**config.mk**
```make
export PLATFORM = sky130hd
export DESIGN_NAME = store_buffer
export DESIGN_NICKNAME = d
export VERILOG_FILES = /design/src/rtl/store_buffer.sv
export SDC_FILE = /design/constraint.sdc
export NUM_CORES = 1
export LEC_CHECK = 0
export ABC_AREA = 1
export CORE_ASPECT_RATIO = 0.6
export CORE_MARGIN = 2
export CORE_UTILIZATION = 48
export CTS_CLUSTER_DIAMETER = 120
export DETAILED_ROUTE_END_ITERATION = 12
export MAX_ROUTING_LAYER = met4
export PLACE_DENSITY = 0.8
export SETUP_SLACK_MARGIN = 0.3
export SYNTH_ARGS = -nofsm -noshare
export SYNTH_HDL_FRONTEND = slang
export SYNTH_SLANG_ARGS = --single-unit
```
**constraint.sdc**
```tcl
create_clock -name clk -period 4.5 [get_ports clk]
set_input_delay 0.675 -clock clk [delete_from_list [all_inputs] [get_ports clk]]
set_output_delay 0.675 -clock clk [all_outputs]
set_load 0.05 [all_outputs]
```
**src/rtl/store_buffer.sv**
```systemverilog
// store_buffer: FIFO write buffer in front of dataMemory; loads bypass, same-word loads wait for drain
module store_buffer #(
    parameter int DEPTH  = 4,
    parameter int ADDR_W = 10
) (
    input  logic        clk,
    input  logic        rst_n,
    input  logic        stReq,
    input  logic [31:0] stAddr,
    input  logic [31:0] stData,
    input  logic [2:0]  stFunc3,
    input  logic        ldReq,
    input  logic [31:0] ldAddr,
    input  logic [2:0]  ldFunc3,
    input  logic [31:0] memData,
    output logic [31:0] memAddr,
    output logic [31:0] memWdata,
    output logic [2:0]  memFunc3,
    output logic        memWrite,
    output logic        memRead,
    output logic [31:0] ldData,
    output logic        ldValid,
    output logic        stall,
    output logic        stMisalign,
    output logic        bufEmpty
);
    localparam int PW = $clog2(DEPTH);

    logic [ADDR_W-1:0] e_addr [DEPTH];
    logic [31:0]       e_data [DEPTH];
    logic [2:0]        e_f3   [DEPTH];
    logic [DEPTH-1:0]  valid;
    logic [PW-1:0]     head, tail;
    logic [PW:0]       count;
    logic              full, misaligned, conflict, load_go, drain, enq;
    logic              unused_bits;

    assign unused_bits = ^stAddr[31:ADDR_W];

    // Flag any valid entry sharing the load's word; byte overlap is not refined
    always_comb begin
        conflict = 1'b0;
        for (int i = 0; i < DEPTH; i++)
            if (valid[i] && e_addr[i][ADDR_W-1:2] == ldAddr[ADDR_W-1:2])
                conflict = 1'b1;
        conflict = conflict & ldReq;
    end

    // Port arbitration: a clean load owns the port, otherwise the head entry drains
    always_comb begin
        full       = count == (PW+1)'(DEPTH);
        misaligned = (stFunc3 == 3'b010 && stAddr[1:0] != 2'b00) || (stFunc3 == 3'b001 && stAddr[0]);
        load_go    = rst_n && ldReq && !conflict && !stReq;
        drain      = rst_n && !load_go && count != '0;
        enq        = stReq && !misaligned && !full;
        stall      = (stReq && !misaligned && full) || (ldReq && (conflict || stReq));
        stMisalign = stReq && misaligned;
        bufEmpty   = count == '0;
        memRead    = load_go;
        memWrite   = drain;
        ldValid    = load_go;
        ldData     = load_go ? memData : '0;
        memAddr    = load_go ? ldAddr : drain ? {{(32-ADDR_W){1'b0}}, e_addr[head]} : '0;
        memWdata   = drain ? e_data[head] : '0;
        memFunc3   = load_go ? ldFunc3 : drain ? e_f3[head] : 3'b000;
    end

    // Pointers, occupancy and valid bits; reset discards pending stores
    always_ff @(posedge clk) begin
        if (!rst_n) begin
            head  <= '0;
            tail  <= '0;
            count <= '0;
            valid <= '0;
        end else begin
            if (enq) begin
                valid[tail] <= 1'b1;
                tail        <= tail + 1'b1;
            end
            if (drain) begin
                valid[head] <= 1'b0;
                head        <= head + 1'b1;
            end
            count <= count + {{PW{1'b0}}, enq} - {{PW{1'b0}}, drain};
        end
    end

    // Entry payload storage; validity is tracked separately so no reset is needed
    always_ff @(posedge clk) begin
        if (rst_n && enq) begin
            e_addr[tail] <= stAddr[ADDR_W-1:0];
            e_data[tail] <= stData;
            e_f3[tail]   <= stFunc3;
        end
    end
endmodule

```
### Yosys cells after proc, flatten, opt, wreduce, memory -nomap -nowiden

Memory sizes are Yosys's and may differ from the RTL's. A register that Yosys moved wholly into a read port is not among the register bits.
Index checks and enable logic that the tools add are counted.
W data, S select, Z words.

| word-level totals | value |
|---|---|
| logic and storage cells | 81 |
| register bits after elaboration | 11 |
| memory bits (writable) | 180 |
| memories | 3 |
| bits of input ports | 138 |

Memory list:

| memory | words | width | rd ports | clocked after memory_dff | write ports | RTL line | text |
|---|---|---|---|---|---|---|---|
| e_data | 4 | 32 | 1 | 1 | 1 | 30 | `logic [31:0] e_data [DEPTH];` |
| e_addr | 4 | 10 | 5 | 1 | 1 | 29 | `logic [ADDR_W-1:0] e_addr [DEPTH];` |
| e_f3 | 4 | 3 | 1 | 1 | 1 | 31 | `logic [2:0] e_f3 [DEPTH];` |

| cells by class | value |
|---|---|
| bitwise gates (word level) | 4 |
| add/subtract/negate cells | 4 |
| magnitude comparators | 4 |
| equality and inequality tests | 7 |
| mux-type cells | 25 |
| reductions and logical operators | 30 |

Operators with widths:

| cell | number |
|---|---|
| $mux W32 | 3 |
| $eq A8 B8 Y1 | 4 |
| $logic_and A1 B1 Y1 | 19 |
| $mux W2 | 6 |
| $mux W4 | 3 |
| $mux W10 | 1 |
| $mux W1 | 8 |
| $lt A2 B3 Y1 const B | 2 |
| $mux W3 | 2 |
| $logic_not A1 Y1 | 5 |
| $add A2 B1 Y2 const B | 2 |
| $and A4 B4 Y4 | 1 |
| $demux W1 S2 | 2 |
| $ge A2 B1 Y1 const B | 2 |
| $not A4 Y4 | 1 |
| $or A4 B4 Y4 | 1 |
| $add A3 B1 Y3 | 1 |
| $eq A3 B1 Y1 const B | 1 |
| $eq A3 B2 Y1 const B | 1 |
| $eq A3 B3 Y1 const B | 1 |
| $logic_not A3 Y1 | 1 |
| $logic_or A1 B1 Y1 | 3 |
| $reduce_bool A3 Y1 | 1 |
| $sub A3 B1 Y3 | 1 |
| other kinds (2) | 2 |

### Logic depth before layout (Yosys ltp)

| depth | value |
|---|---|
| word-level depth | 15 |
| mapped depth | 19 |

### Least setup slack after synthesis

OpenSTA, ideal clock, no wires.

| path | value |
|---|---|
| kind | input port to flip-flop |
| start point | input stAddr[1] |
| end point | memory e_addr[0][0] (enable) |
| stages | 7 |
| path buffers | 0 |
| slack | 0.720 ns |
| data arrival time | 3.332 ns |
| data required time | 4.052 ns |
| path through | nand2_1 inv_1 o221ai_1 nand2_1 nor2_1 nand2_1 nor2_1 |

| between the ends | value |
|---|---|
| longest elaborated chain between the ends | 9 |

Ends and longest elaborated chain:

| element | RTL line | text |
|---|---|---|
| from (decl) | 9 | `input logic [31:0] stAddr,` |
| $reduce_bool A2 Y1 | 52 | `misaligned = (stFunc3 == 3'b010 && stAddr[1:0] != 2'b00) \|\| (stFunc3 == 3'b001 && stAddr[0]);` |
| $logic_and A1 B1 Y1 | 52 |  |
| $logic_or A1 B1 Y1 | 52 |  |
| $logic_not A1 Y1 | 55 | `enq = stReq && !misaligned && !full;` |
| $logic_and A1 B1 Y1 (2 in series) | 55 |  |
| $logic_and A1 B1 Y1 | 90 | `if (rst_n && enq) begin` |
| $mux W1 | 90 |  |
| $mux W1 (not written as such) | 91 | `e_addr[tail] <= stAddr[ADDR_W-1:0];` |
| to (decl) | 29 |  |

No other way between the ends.

### Worst setup path after layout

| path | value |
|---|---|
| start point | input ldAddr[2] |
| end point | output memRead |

| between the ends | value |
|---|---|
| longest elaborated chain between the ends | 10 |

Ends and longest elaborated chain:

| element | RTL line | text |
|---|---|---|
| from (decl) | 13 | `input logic [31:0] ldAddr,` |
| $eq A8 B8 Y1 | 44 | `if (valid[i] && e_addr[i][ADDR_W-1:2] == ldAddr[ADDR_W-1:2])` |
| $logic_and A1 B1 Y1 | 44 |  |
| $mux W1 (3 in series) | 44 |  |
| $mux W1 (*) | 44 |  |
| $and A1 B1 Y1 (*) | 46 | `conflict = conflict & ldReq;` |
| $logic_not A1 Y1 (*) | 53 | `load_go = rst_n && ldReq && !conflict && !stReq;` |
| $logic_and A1 B1 Y1 (*) (2 in series) | 53 |  |
| to (decl) | 20 | `output logic memRead,` |

Every way passes the cells marked *; elsewhere a longest branch is shown, timed or not.

==> impl_metrics.tcl <==
set metrics [dict create \
    status "completed" \
    final_common_cell "nand2_1" \
    grt_max_degree 86 \
    synth_edf_count 180 \
    p_sw_w 0.002409 \
    finalHoldViolations 0 \
    drt-total-wl_um 22390 \
    gr-usage-all-layers_pct 24.30 \
    arrival_ns 3.35 \
    syn-cell-area_um2 8747 \
    fin_cells 1318 \
    critPathMaxFanout 13 \
    port_buffers 220 \
    drive_gt1_share_pct 14.67 \
    cts_buffers 17 \
    place_congestion 0.8804 \
    syn_nets 1004 \
    finalCritPeriodShare_pct 89.35 \
    ios 243 \
    p_clk_share_pct 24.3 \
    core_um2 17970 \
    power_frac_seq_pct 33.3 \
    drv_cap 0 \
    vdd_ir_drop_max_uv 326.4 \
    cp-startpoint "ldAddr[2]" \
    rows 38 \
    power_frac_comb_pct 42.3 \
    worst_pin_slew_ns 0.9443 \
    place_inst 1285 \
    setup_viol 0 \
    drt-initial-drc-count 763 \
    layout_min_cycle_time_ns 4.021 \
    vias 6960 \
    post-route-util_pct 67.74 \
    ys_warn_count 0 \
    postCtsSetupRepairBufs 0 \
    path_class "input port to primary output" \
    cts.repair.resized 0 \
    internal_power_w 0.004008 \
    postRouteAntennaNets 0 \
    netlist_instances 856 \
    drc_errors 0 \
    ys_seq_area_share_pct 64.77 \
    swShare_pct 37.55 \
    cts.path.max_buffers 2 \
    reg2reg_from "e_addr[2][5]" \
    ys_seq_elements 193 \
    grt_setup_unrepaired "false" \
    synth_ff_type "edfxtp_1" \
    cellPowerDensity_nw_per_um2 527.1 \
    total_power_w 0.006417 \
    dieArea_um2 19350 \
    cts_sinks 193 \
    hpwlAfterDp_um 14650 \
    vias_per_cell 5.281 \
    leakagePower_nw 4.957 \
    async_flop_share_pct 0 \
    critPathCaptureType "primary output" \
    dieHeight_um 108.6 \
    start_util_pct 48.67 \
    max_freq_ghz 0.2487 \
    synth_area_per_cell_um2 10.22 \
    clock_skew_ns 0.01651 \
    drv_slew 0 \
    hold_ws_ns 0.5450 \
    grt_pass1_wl_um 34640 \
    clkLatencyLatePin_ns 0.43 \
    path_clk_slew_ns 0.07 \
    crit_required_ns 3.83 \
    hold_path.class "flop to flop" \
    cts_root_buffer "clkbuf_16" \
    area_delta_synth_final_pct 39.18 \
    htreeDepth 4 \
    antenna_found_initial 1 \
    nets 1212 \
    most-common-layout-cells "nand2_1 (190), edfxtp_1 (180), clkdlybuf4s50_1 (124)" \
    first_global_vias 6702 \
    cts_tree "yes" \
    start_kind "input port" \
    first_pass_iters 7 \
    relSlewSlack_pct 36.95 \
    finalSetupTns_ns 0 \
    ys_types 30 \
    chipWidth_um 178.3 \
    wire_per_inst_um 16.99 \
    worstHoldStart "tail[1]" \
    hold_buffers 0 \
    grt_overflow 0 \
]
==> kinds of logic after synthesis <==
logic type               count (synthesis)  share of synthesized area [%]
AND/OR/NAND/NOR                        351                          15.78
adder cells (fa/ha/maj)                 10                          1.516
AO/OA/AOI/OAI                          139                          9.984
XOR/XNOR                                 7                         0.7009
flip-flops                             193                          64.77
buffers and inverters                  156                          7.252
==> synthesized netlist by cell type, types with 2 or more instances <==
cell	n	area, µm²
buf_1	2	7.510
clkbuf_1	22	82.58
nor2_1	127	476.7
nand3_1	27	135.1
inv_1	104	390.4
buf_6	3	33.78
o21ai_1	8	40.04
xnor2_1	3	26.28
a21oi_1	55	275.3
xor2_1	4	35.03
edfxtp_1	180	5405
nand2_1	190	713.2
buf_2	17	85.08
nand3_2	2	20.02
dfxtp_1	13	260.3
o22ai_1	9	56.30
nor3_1	2	10.01
inv_2	5	18.77
a32o_1	32	320.3
o21ai_0	33	165.2
ha_1	9	112.6
==> cell type report <==
class,count,area [µm²]
Tap cell,240,300.3
Multi-Input combinational cell,507,2486
Clock inverter,14,187.7
Clock buffer,18,429.2
Sequential cell,193,5668
Timing Repair Buffer,235,2688
Fill cell,1306,5798
Inverter,110,412.9
Antenna cell,1,2.502
==> through the flow <==
| step | setup slack, ns | cell area, µm² |
|---|---|---|
| 6_report | 0.4791 | 12170 |
| 5_1_grt | 0.3506 | 12170 |
| 4_1_cts | 0.5084 | 12170 |
| 3_5_place_dp | 0.5356 | 11550 |
| 3_3_place_gp | 0.5537 | 11550 |
| 2_1_floorplan | 0.7201 | 8747 |
==> path summary, 6_finish.rpt <==
path / end / slack [ns] / depth (start not counted)
worst max-delay path: memRead / 0.48 / 11
worst min-delay path: tail[1] / 0.54 / 2
worst max register to register: count[2] / 1.48 / 20
worst min register to register: tail[1] / 0.54 / 2
==> power by group through the flow <==
stage / combinational (W) / clock (W) / sequential [W]
floorplan: 0.00159 / 0 / 0.00217
global placement: 0.00264 / 0 / 0.00217
detailed placement: 0.00269 / 0 / 0.00218
CTS: 0.00272 / 0.00157 / 0.00214
global route: 0.00290 / 0.00165 / 0.00215
finish: 0.00272 / 0.00156 / 0.00214
==> critical path, cell delays in order <==
cell	delay, ns
clkdlybuf4s50_1	0.60
inv_2	0.12
or2_0	0.21
nand3_1	0.07
nor2_1	0.05
nand3_1	0.05
nand2_1	0.12
nor2_1	0.20
nand4_4	0.24
inv_2	0.19
clkdlybuf4s50_1	0.82
==> metal layers <==
metal  global-route usage, %  vias up  routed length [µm]
met1                   34.20     3254                9702
li1                        -     3288                   -
met2                   36.27      381               10050
met3                   5.450       37                2390
met5                       -        -                   0
met4                   5.691        0                 245
==> flip-flops by register name, indices dropped and copies added, names as in the netlist, named ones only <==
register / flops
e_data: 128
e_addr: 40
e_f3: 12
valid: 4
count: 3
head: 2
tail: 2
(Power assumes the default switching activity.)
